[config.mk]
export PLATFORM = sky130hd
export DESIGN_NAME = sha256_arbiter
export DESIGN_NICKNAME = d
export VERILOG_FILES = /design/src/rtl/sha256_arbiter.sv
export SDC_FILE = /design/constraint.sdc
export NUM_CORES = 1
export LEC_CHECK = 0
export ABC_AREA = 1
export ABC_CLOCK_PERIOD_IN_PS = 5000
export CAP_MARGIN = 40
export CORE_AREA = 2 2 291 293
export CTS_BUF_LIST = sky130_fd_sc_hd__clkbuf_16
export DETAILED_ROUTE_END_ITERATION = 16
export DIE_AREA = 0 0 293 295
export SYNTH_ARGS = -nofsm -noshare
export SYNTH_HDL_FRONTEND = slang
export SYNTH_SLANG_ARGS = --single-unit
[constraint.sdc]
create_clock -name clk -period 5 [get_ports clk]
set_clock_uncertainty 0.05 [all_clocks]
set_input_delay 1.25 -clock clk [delete_from_list [all_inputs] [get_ports clk]]
set_output_delay 1.25 -clock clk [all_outputs]
set_load 0.005 [all_outputs]
[src/rtl/sha256_arbiter.sv]
// Round-robin arbiter that lends a single SHA-256 core to NUM_REQ message sources,
// one whole message at a time, and hands the captured digest back to the owner.
module sha256_arbiter #(
  parameter int NUM_REQ = 2,
  parameter int TIMEOUT = 1024
) (
  input  logic                  clk,
  input  logic                  n_rst,
  input  logic [NUM_REQ-1:0]    req,
  input  logic [64*NUM_REQ-1:0] req_data,
  input  logic [NUM_REQ-1:0]    req_valid,
  input  logic [NUM_REQ-1:0]    req_last,
  input  logic [6*NUM_REQ-1:0]  req_invalid_bits,
  input  logic [NUM_REQ-1:0]    req_ready_send,
  output logic [NUM_REQ-1:0]    req_ready,
  output logic [NUM_REQ-1:0]    grant,
  output logic [NUM_REQ-1:0]    res_valid,
  input  logic [NUM_REQ-1:0]    res_ready,
  output logic [255:0]          res_hash,
  output logic                  res_timeout,
  output logic [63:0]           core_data_in,
  output logic                  core_data_valid,
  output logic                  core_ready_send,
  output logic                  core_last_block,
  output logic [5:0]            core_invalid_bits,
  input  logic                  core_ready_rcv,
  input  logic                  core_hash_valid,
  input  logic [255:0]          core_hash_value,
  output logic                  busy
);

  localparam int IDX_W = (NUM_REQ > 1) ? $clog2(NUM_REQ) : 1;

  typedef enum logic [1:0] {IDLE, FEED, WAIT_HASH, DELIVER} state_t;

  state_t             state, state_next;
  logic [IDX_W-1:0]   owner;
  logic [IDX_W-1:0]   rr_ptr;
  logic [IDX_W-1:0]   rr_next;
  logic [IDX_W-1:0]   pick_idx;
  logic [IDX_W-1:0]   cand_idx;
  logic               pick_found;
  logic [NUM_REQ-1:0] grant_q;
  logic [15:0]        wait_cnt;
  logic               accept_last;
  logic               timed_out;
  int                 cand;

  // First requesting index at or after the round-robin pointer, wrapping once.
  always_comb begin
    pick_found = 1'b0;
    pick_idx   = '0;
    cand       = 0;
    cand_idx   = '0;
    for (int k = 0; k < NUM_REQ; k++) begin
      cand = int'(rr_ptr) + k;
      if (cand >= NUM_REQ) cand = cand - NUM_REQ;
      cand_idx = IDX_W'(cand);
      if (!pick_found && req[cand_idx]) begin
        pick_found = 1'b1;
        pick_idx   = cand_idx;
      end
    end
  end

  assign accept_last = (state == FEED) && req_valid[owner] && core_ready_rcv && req_last[owner];
  assign timed_out   = (wait_cnt == 16'(TIMEOUT - 1));
  assign rr_next     = (int'(owner) == NUM_REQ - 1) ? '0 : owner + 1'b1;

  always_ff @(posedge clk or negedge n_rst) begin
    if (!n_rst) state <= IDLE;
    else        state <= state_next;
  end

  always_comb begin
    state_next = state;
    case (state)
      IDLE:      if (pick_found) state_next = FEED;
      FEED:      if (accept_last) state_next = WAIT_HASH;
      WAIT_HASH: if (core_hash_valid || timed_out) state_next = DELIVER;
      DELIVER:   if (res_ready[owner]) state_next = IDLE;
      default:   state_next = IDLE;
    endcase
  end

  // Ownership, round-robin pointer, hash-wait counter and the captured result.
  always_ff @(posedge clk or negedge n_rst) begin
    if (!n_rst) begin
      owner       <= '0;
      grant_q     <= '0;
      rr_ptr      <= '0;
      wait_cnt    <= '0;
      res_hash    <= '0;
      res_timeout <= 1'b0;
    end else begin
      case (state)
        IDLE: begin
          if (pick_found) begin
            owner   <= pick_idx;
            grant_q <= NUM_REQ'(1) << pick_idx;
          end
        end
        FEED: begin
          if (accept_last) wait_cnt <= '0;
        end
        WAIT_HASH: begin
          if (core_hash_valid) begin
            res_hash    <= core_hash_value;
            res_timeout <= 1'b0;
          end else if (timed_out) begin
            res_hash    <= '0;
            res_timeout <= 1'b1;
          end else begin
            wait_cnt <= wait_cnt + 16'd1;
          end
        end
        DELIVER: begin
          if (res_ready[owner]) begin
            grant_q <= '0;
            rr_ptr  <= rr_next;
          end
        end
        default: ;
      endcase
    end
  end

  // Only the owner's stream reaches the core; everything is zero outside a message.
  always_comb begin
    core_data_in      = '0;
    core_data_valid   = 1'b0;
    core_ready_send   = 1'b0;
    core_last_block   = 1'b0;
    core_invalid_bits = '0;
    req_ready         = '0;
    res_valid         = '0;
    case (state)
      FEED: begin
        core_data_in      = req_data[64*owner +: 64];
        core_data_valid   = req_valid[owner];
        core_ready_send   = req_ready_send[owner];
        core_last_block   = req_last[owner];
        core_invalid_bits = req_invalid_bits[6*owner +: 6];
        req_ready         = grant_q & {NUM_REQ{core_ready_rcv}};
      end
      WAIT_HASH: core_ready_send = req_ready_send[owner];
      DELIVER:   res_valid = grant_q;
      default: ;
    endcase
  end

  assign grant = grant_q;
  assign busy  = (state != IDLE);

endmodule

; Yosys cells after proc, flatten, opt, wreduce, memory -nomap -nowiden
; Index checks and enable logic that the tools add are counted.
[totals]
regBits = 279
latchBits = 0
ram_bits = 0
mem_bits_ro = 0
in_bits = 410
output_inout_bits = 337
elab_cells = 91
memories = 0
[op_classes]
addsub = 5
multipliers = 1
n_div = 0
n_lt_le_gt_ge = 5
eq_ne = 10
shifts = 3
mux = 41
bitwise = 1
n_reduce_logical = 18
[op_table]
columns = operator, count
row1 = 256-bit 2-to-1 mux, 2
row2 = 128-bit by 8-bit variable part select with 64-bit output, 1
row3 = 64-bit 2-to-1 mux, 1
row4 = 16-bit 2-to-1 mux, 3
row5 = 16-bit one-hot mux with 2 select lines, 1
row6 = 1-bit 2-to-1 mux, 24
row7 = 16-bit by 1-bit adder with 16-bit output (second input constant), 1
row8 = 16-bit by 10-bit equality test with 1-bit output (second input constant), 1
row9 = 2-bit 2-to-1 mux, 7
row10 = 2-bit != test (second input constant), 6
row11 = 12-bit by 5-bit variable part select with 6-bit output, 1
row12 = 2-bit one-hot mux with 4 select lines, 1
row13 = 4-bit AND reduction, 2
row14 = 2-bit nonzero test, 4
row15 = 1-bit by 2-bit less-than comparator with 1-bit output (second input constant), 3
row16 = 6-bit 2-to-1 mux, 1
row17 = 2-bit AND reduction, 3
row18 = 2-bit equality test (second input constant), 2
row19 = 1-bit logical AND, 4
row20 = 2-bit one-hot mux with 2 select lines, 1
row21 = 2-bit by 1-bit multiplier with 3-bit output (first input constant), 1
row22 = 3-bit AND reduction, 1
row23 = 1-bit by 1-bit adder with 2-bit output (second input constant), 1
row24 = 2-bit AND, 1
row25 = other kinds (10), 11

; Longest topological paths before layout
[logic_depth]
ltp_word = 11
mapped_depth = 12
depth_no_buf = 11

; Least setup slack after synthesis
; No wires, ideal clock.
[synth_path]
kind = input-to-output
start = input port core_ready_rcv
end = output port req_ready[0]
arrival_ps = 1500
slack_ps = 2200
path_stages = 2
path_cell_list = inv_1 -> nor3_1
[synth_via]
elab_chain_cells = 2
[synth_lines]
columns = element, line
row1 = "start, declared", 26  ; input logic core_ready_rcv,
row2 = 2-bit AND, 144  ; req_ready = grant_q & {NUM_REQ{core_ready_rcv}};
row3 = 2-bit 2-to-1 mux, 137  ; case (state)
row4 = "end, declared", 15  ; output logic [NUM_REQ-1:0] req_ready,
; Every way passes these cells.

; Worst setup path in the final report
[layout_path]
start = register state[1]
end = output port core_invalid_bits[3]
[layout_via]
elab_chain_cells = 2
[layout_lines]
columns = element, line
row1 = "start, declared", 36  ; state_t state, state_next;
row2 = "start signal, assigned", 72  ; else state <= state_next;
row3 = 2-bit by 1-bit equality test with 1-bit output, 137
row4 = 6-bit 2-to-1 mux, 137
row5 = "end, declared", 25  ; output logic [5:0] core_invalid_bits,
; Every way passes these cells.

==> results.yml <==
sta:
  holdWs_ns: 0.4161
  max_slew_margin_pct: 49.41
  worst_pin_slew_ns: 0.7588
  slew_viol_final: 0
  finalCritPeriodShare_pct: 83.57
  post-route-min-period_ns: 4.179
  fmax_mhz: 239.3
  tns_ns: 0
  setup_violations: 0
  timing.final.ws_setup_ns: 0.8215
  final_hold_viol_count: 0
  rsz0062_at_grt: "false"
synthesis:
  synth-seq-area-share_pct: 56.46
  syn_area_mm2: 0.01237
  yosys.cell_count.top_type: "nand2_1"
  syn-num-nets: 2000
  synth.distinct_cells: 28
  synth_top_area_share_pct: 56.46
  netlist_top_cells_area: "dfrtp_1 (56%), nand2_1 (26%), nor2_1 (5.6%), o21ai_0 (3.2%), buf_6 (2.5%)"
  synth-seq-cells: 279
  ys_top_cells_by_count: "nand2_1 (871), dfrtp_1 (279), nor2_1 (184), o21ai_0 (78)"
  synthCells: 1584
  synth_warnings: 0
  synth_edf_count: 0
  synth_top_cell_by_area: "dfrtp_1"
  synthFlopType: "dfrtp_1"
  synthArstFlopShare_pct: 100.0
  syn_area_per_cell_um2: 7.807
worst_setup_path:
  cp_data_required_time_ns: 3.70
  r2r-start: "state[1]$_DFFE_PN0P_"
  slowest_stage: "clkdlybuf4s50_1"
  crit_path_end_kind: "primary output"
  crit_start: "state[1]$_DFFE_PN0P_"
  max_stage_delay_ns: 0.56
  rr_endpoint: "wait_cnt[13]$_DFFE_PN0P_"
  reg2reg_depth: 10
  critical_path_buf_inv_count: 3
  crit_type: "reg -> out"
  crit_chain: "inv_1, ha_2, buf_4, o21ai_0, nor2_1, clkdlybuf4s50_1"
  cp_max_fo: 28
  critical_path_cell_count: 6
  regToRegSetupSlack_ns: 2.50
  cp_top_family: "buffers and inverters"
  worst_ep_arrival_time_ns: 2.88
  start_kind: "flop"
  endpoint: "core_invalid_bits[3]"
drt:
  drc: 0
  antenna_left: 0
  first_pass_iters: 5
  wl_um: 50140
  routedWlPerCell_um: 14.71
  drt-initial-drc-count: 475
  post_drt_via_cell_ratio: 3.699
  vias: 12611
layout:
  multi_input_area_mm2: 0.004692
  nets: 2719
  areaGrowthSynthToFinish_pct: 78.42
  n_fill_cell: 8975
  regArea_mm2: 0.006983
  drive_gt1_share_pct: 3.607
  diodes: 0
grt:
  grt_use_met3_pct: 4.210
  track_usage_pct: 11.02
  grt_max_degree: 112
  grtUsageMet2_pct: 18.11
  busiest_layer: "met2"
  grt_pass1_wl_um: 74310
  gr-total-overflow: 0
  grt_pass1_vias: 12418
  antenna_found_initial: 1
  use_met1_pct: 13.05
clocking:
  cts_tree: "yes"
  clock_latency_ns: 0.53
  clk_pin_slew_ns: 0.06
  clock_sink_count: 279
  cts_buffer_depth: 3
  cts_resized: 0
  postCtsSetupRepairBufs: 0
  htreeDepth: 2
  hold_buffers: 0
  cts_inserted_buffers: 35
  cts_root_buffer: "clkbuf_16"
hold_path:
  hold_path_class: "reg -> reg"
  min_path_cells: 2
die:
  die_w_um: 293
  fp.dieArea_mm2: 0.08644
  coreArea_mm2: 0.08316
  die_y_um: 295
  initial_core_util_pct: 14.87
  rows: 106
  io_pins: 747
placed_design:
  place.gp.congestion: 0.8355
  hpwl_um: 37370
  post-place-ws_ns: 0.9657
  port_buffers: 746
flow_run:
  max_cap_viol_count: 0
pwr:
  p_per_area_mw_per_mm2: 535.7
  p_leak_nw: 10.24
  max-vdd-ir-drop_v: 0.0004060
status:
  status: "complete, no violations"
==> worst min-delay path, cell delays in order (launching register included) <==
cell,delay [ns]
dfrtp_1,0.34
nand2_1,0.05
nand2_1,0.05
==> how the worst min path moves through the flow <==
stage                              startpoint                   endpoint  slack (ns)
floorplan           res_hash[130]$_DFFE_PN0P_  res_hash[130]$_DFFE_PN0P_        0.41
global placement      res_hash[2]$_DFFE_PN0P_    res_hash[2]$_DFFE_PN0P_        0.40
detailed placement   res_hash[44]$_DFFE_PN0P_   res_hash[44]$_DFFE_PN0P_        0.41
CTS                  res_hash[28]$_DFFE_PN0P_   res_hash[28]$_DFFE_PN0P_        0.42
global route         res_hash[44]$_DFFE_PN0P_   res_hash[44]$_DFFE_PN0P_        0.43
finish               res_hash[73]$_DFFE_PN0P_   res_hash[73]$_DFFE_PN0P_        0.42
==> metrics by stage <==
stage               cells  util [%]  area [µm²]  power [mW]
global placement     3346     25.13       20890       9.257
CTS                  3409     26.53       22060       12.03
finish               3409     26.53       22060       11.82
detailed placement   3346     25.13       20890       9.305
floorplan            1584         -       12370       5.827
global route         3409     26.53       22060       12.71
==> cell families (layout without fill, tap and decap cells) <==
logic type,count (synthesis),after routing,synth area share (%)
xor gates and xnor gates,3,3,0.2125
DFF,279,279,56.46
adders and majority gates,6,6,0.6071
and+or+nand+nor,1084,1084,33.39
buffers and inverters,124,869,5.686
AOI/OAI and AO/OA,88,88,3.643
==> metal layers <==
metal / routed length [µm] / vias up
met2: 23230 / 526
met3: 4842 / 69
met5: 13 / -
met1: 20390 / 5765
li1: - / 6249
met4: 1654 / 2
==> cell usage in the layout (no fill, tap or decap), types with 2 or more instances in the layout <==
master,synthesis,routed
nand2_2,3,3
clkdlybuf4s50_1,0,745
nor2_1,184,184
bufinv_16,0,5
nand3_1,14,14
nor2_2,2,2
clkbuf_16,0,35
buf_12,0,7
buf_4,2,13
o21ai_0,78,78
ha_1,6,5
xor2_1,2,2
nand2_1,871,871
inv_1,36,42
inv_6,0,2
clkinv_1,1,10
nand4_1,3,3
dfrtp_1,279,278
inv_2,3,3
a21oi_1,6,6
clkinv_2,0,2
nor3_1,4,4
==> state kept, by name, indices dropped and copies added (netlist names) <==
register     count
res_hash       256
wait_cnt        16
grant            2
state            2
owner            1
res_timeout      1
rr_ptr           1
==> power breakdown <==
part	leakage [nW]	switching (mW)	total [mW]	internal, mW
clock	0.589	1.06	2.60	1.55
sequential	3.52	0.540	3.78	3.24
combinational	6.13	2.49	5.44	2.95
==> area by class of cell <==
cell class | instances | share of cell area (%)
Clock buffer | 35 | 3.970
Clock inverter | 28 | 1.327
Inverter | 40 | 0.7146
Multi-Input combinational cell | 1181 | 21.27
Sequential cell | 279 | 31.65
Tap cell | 1080 | 6.125
Timing Repair Buffer | 766 | 34.95
Note: power is estimated with default switching activity, not from simulation.
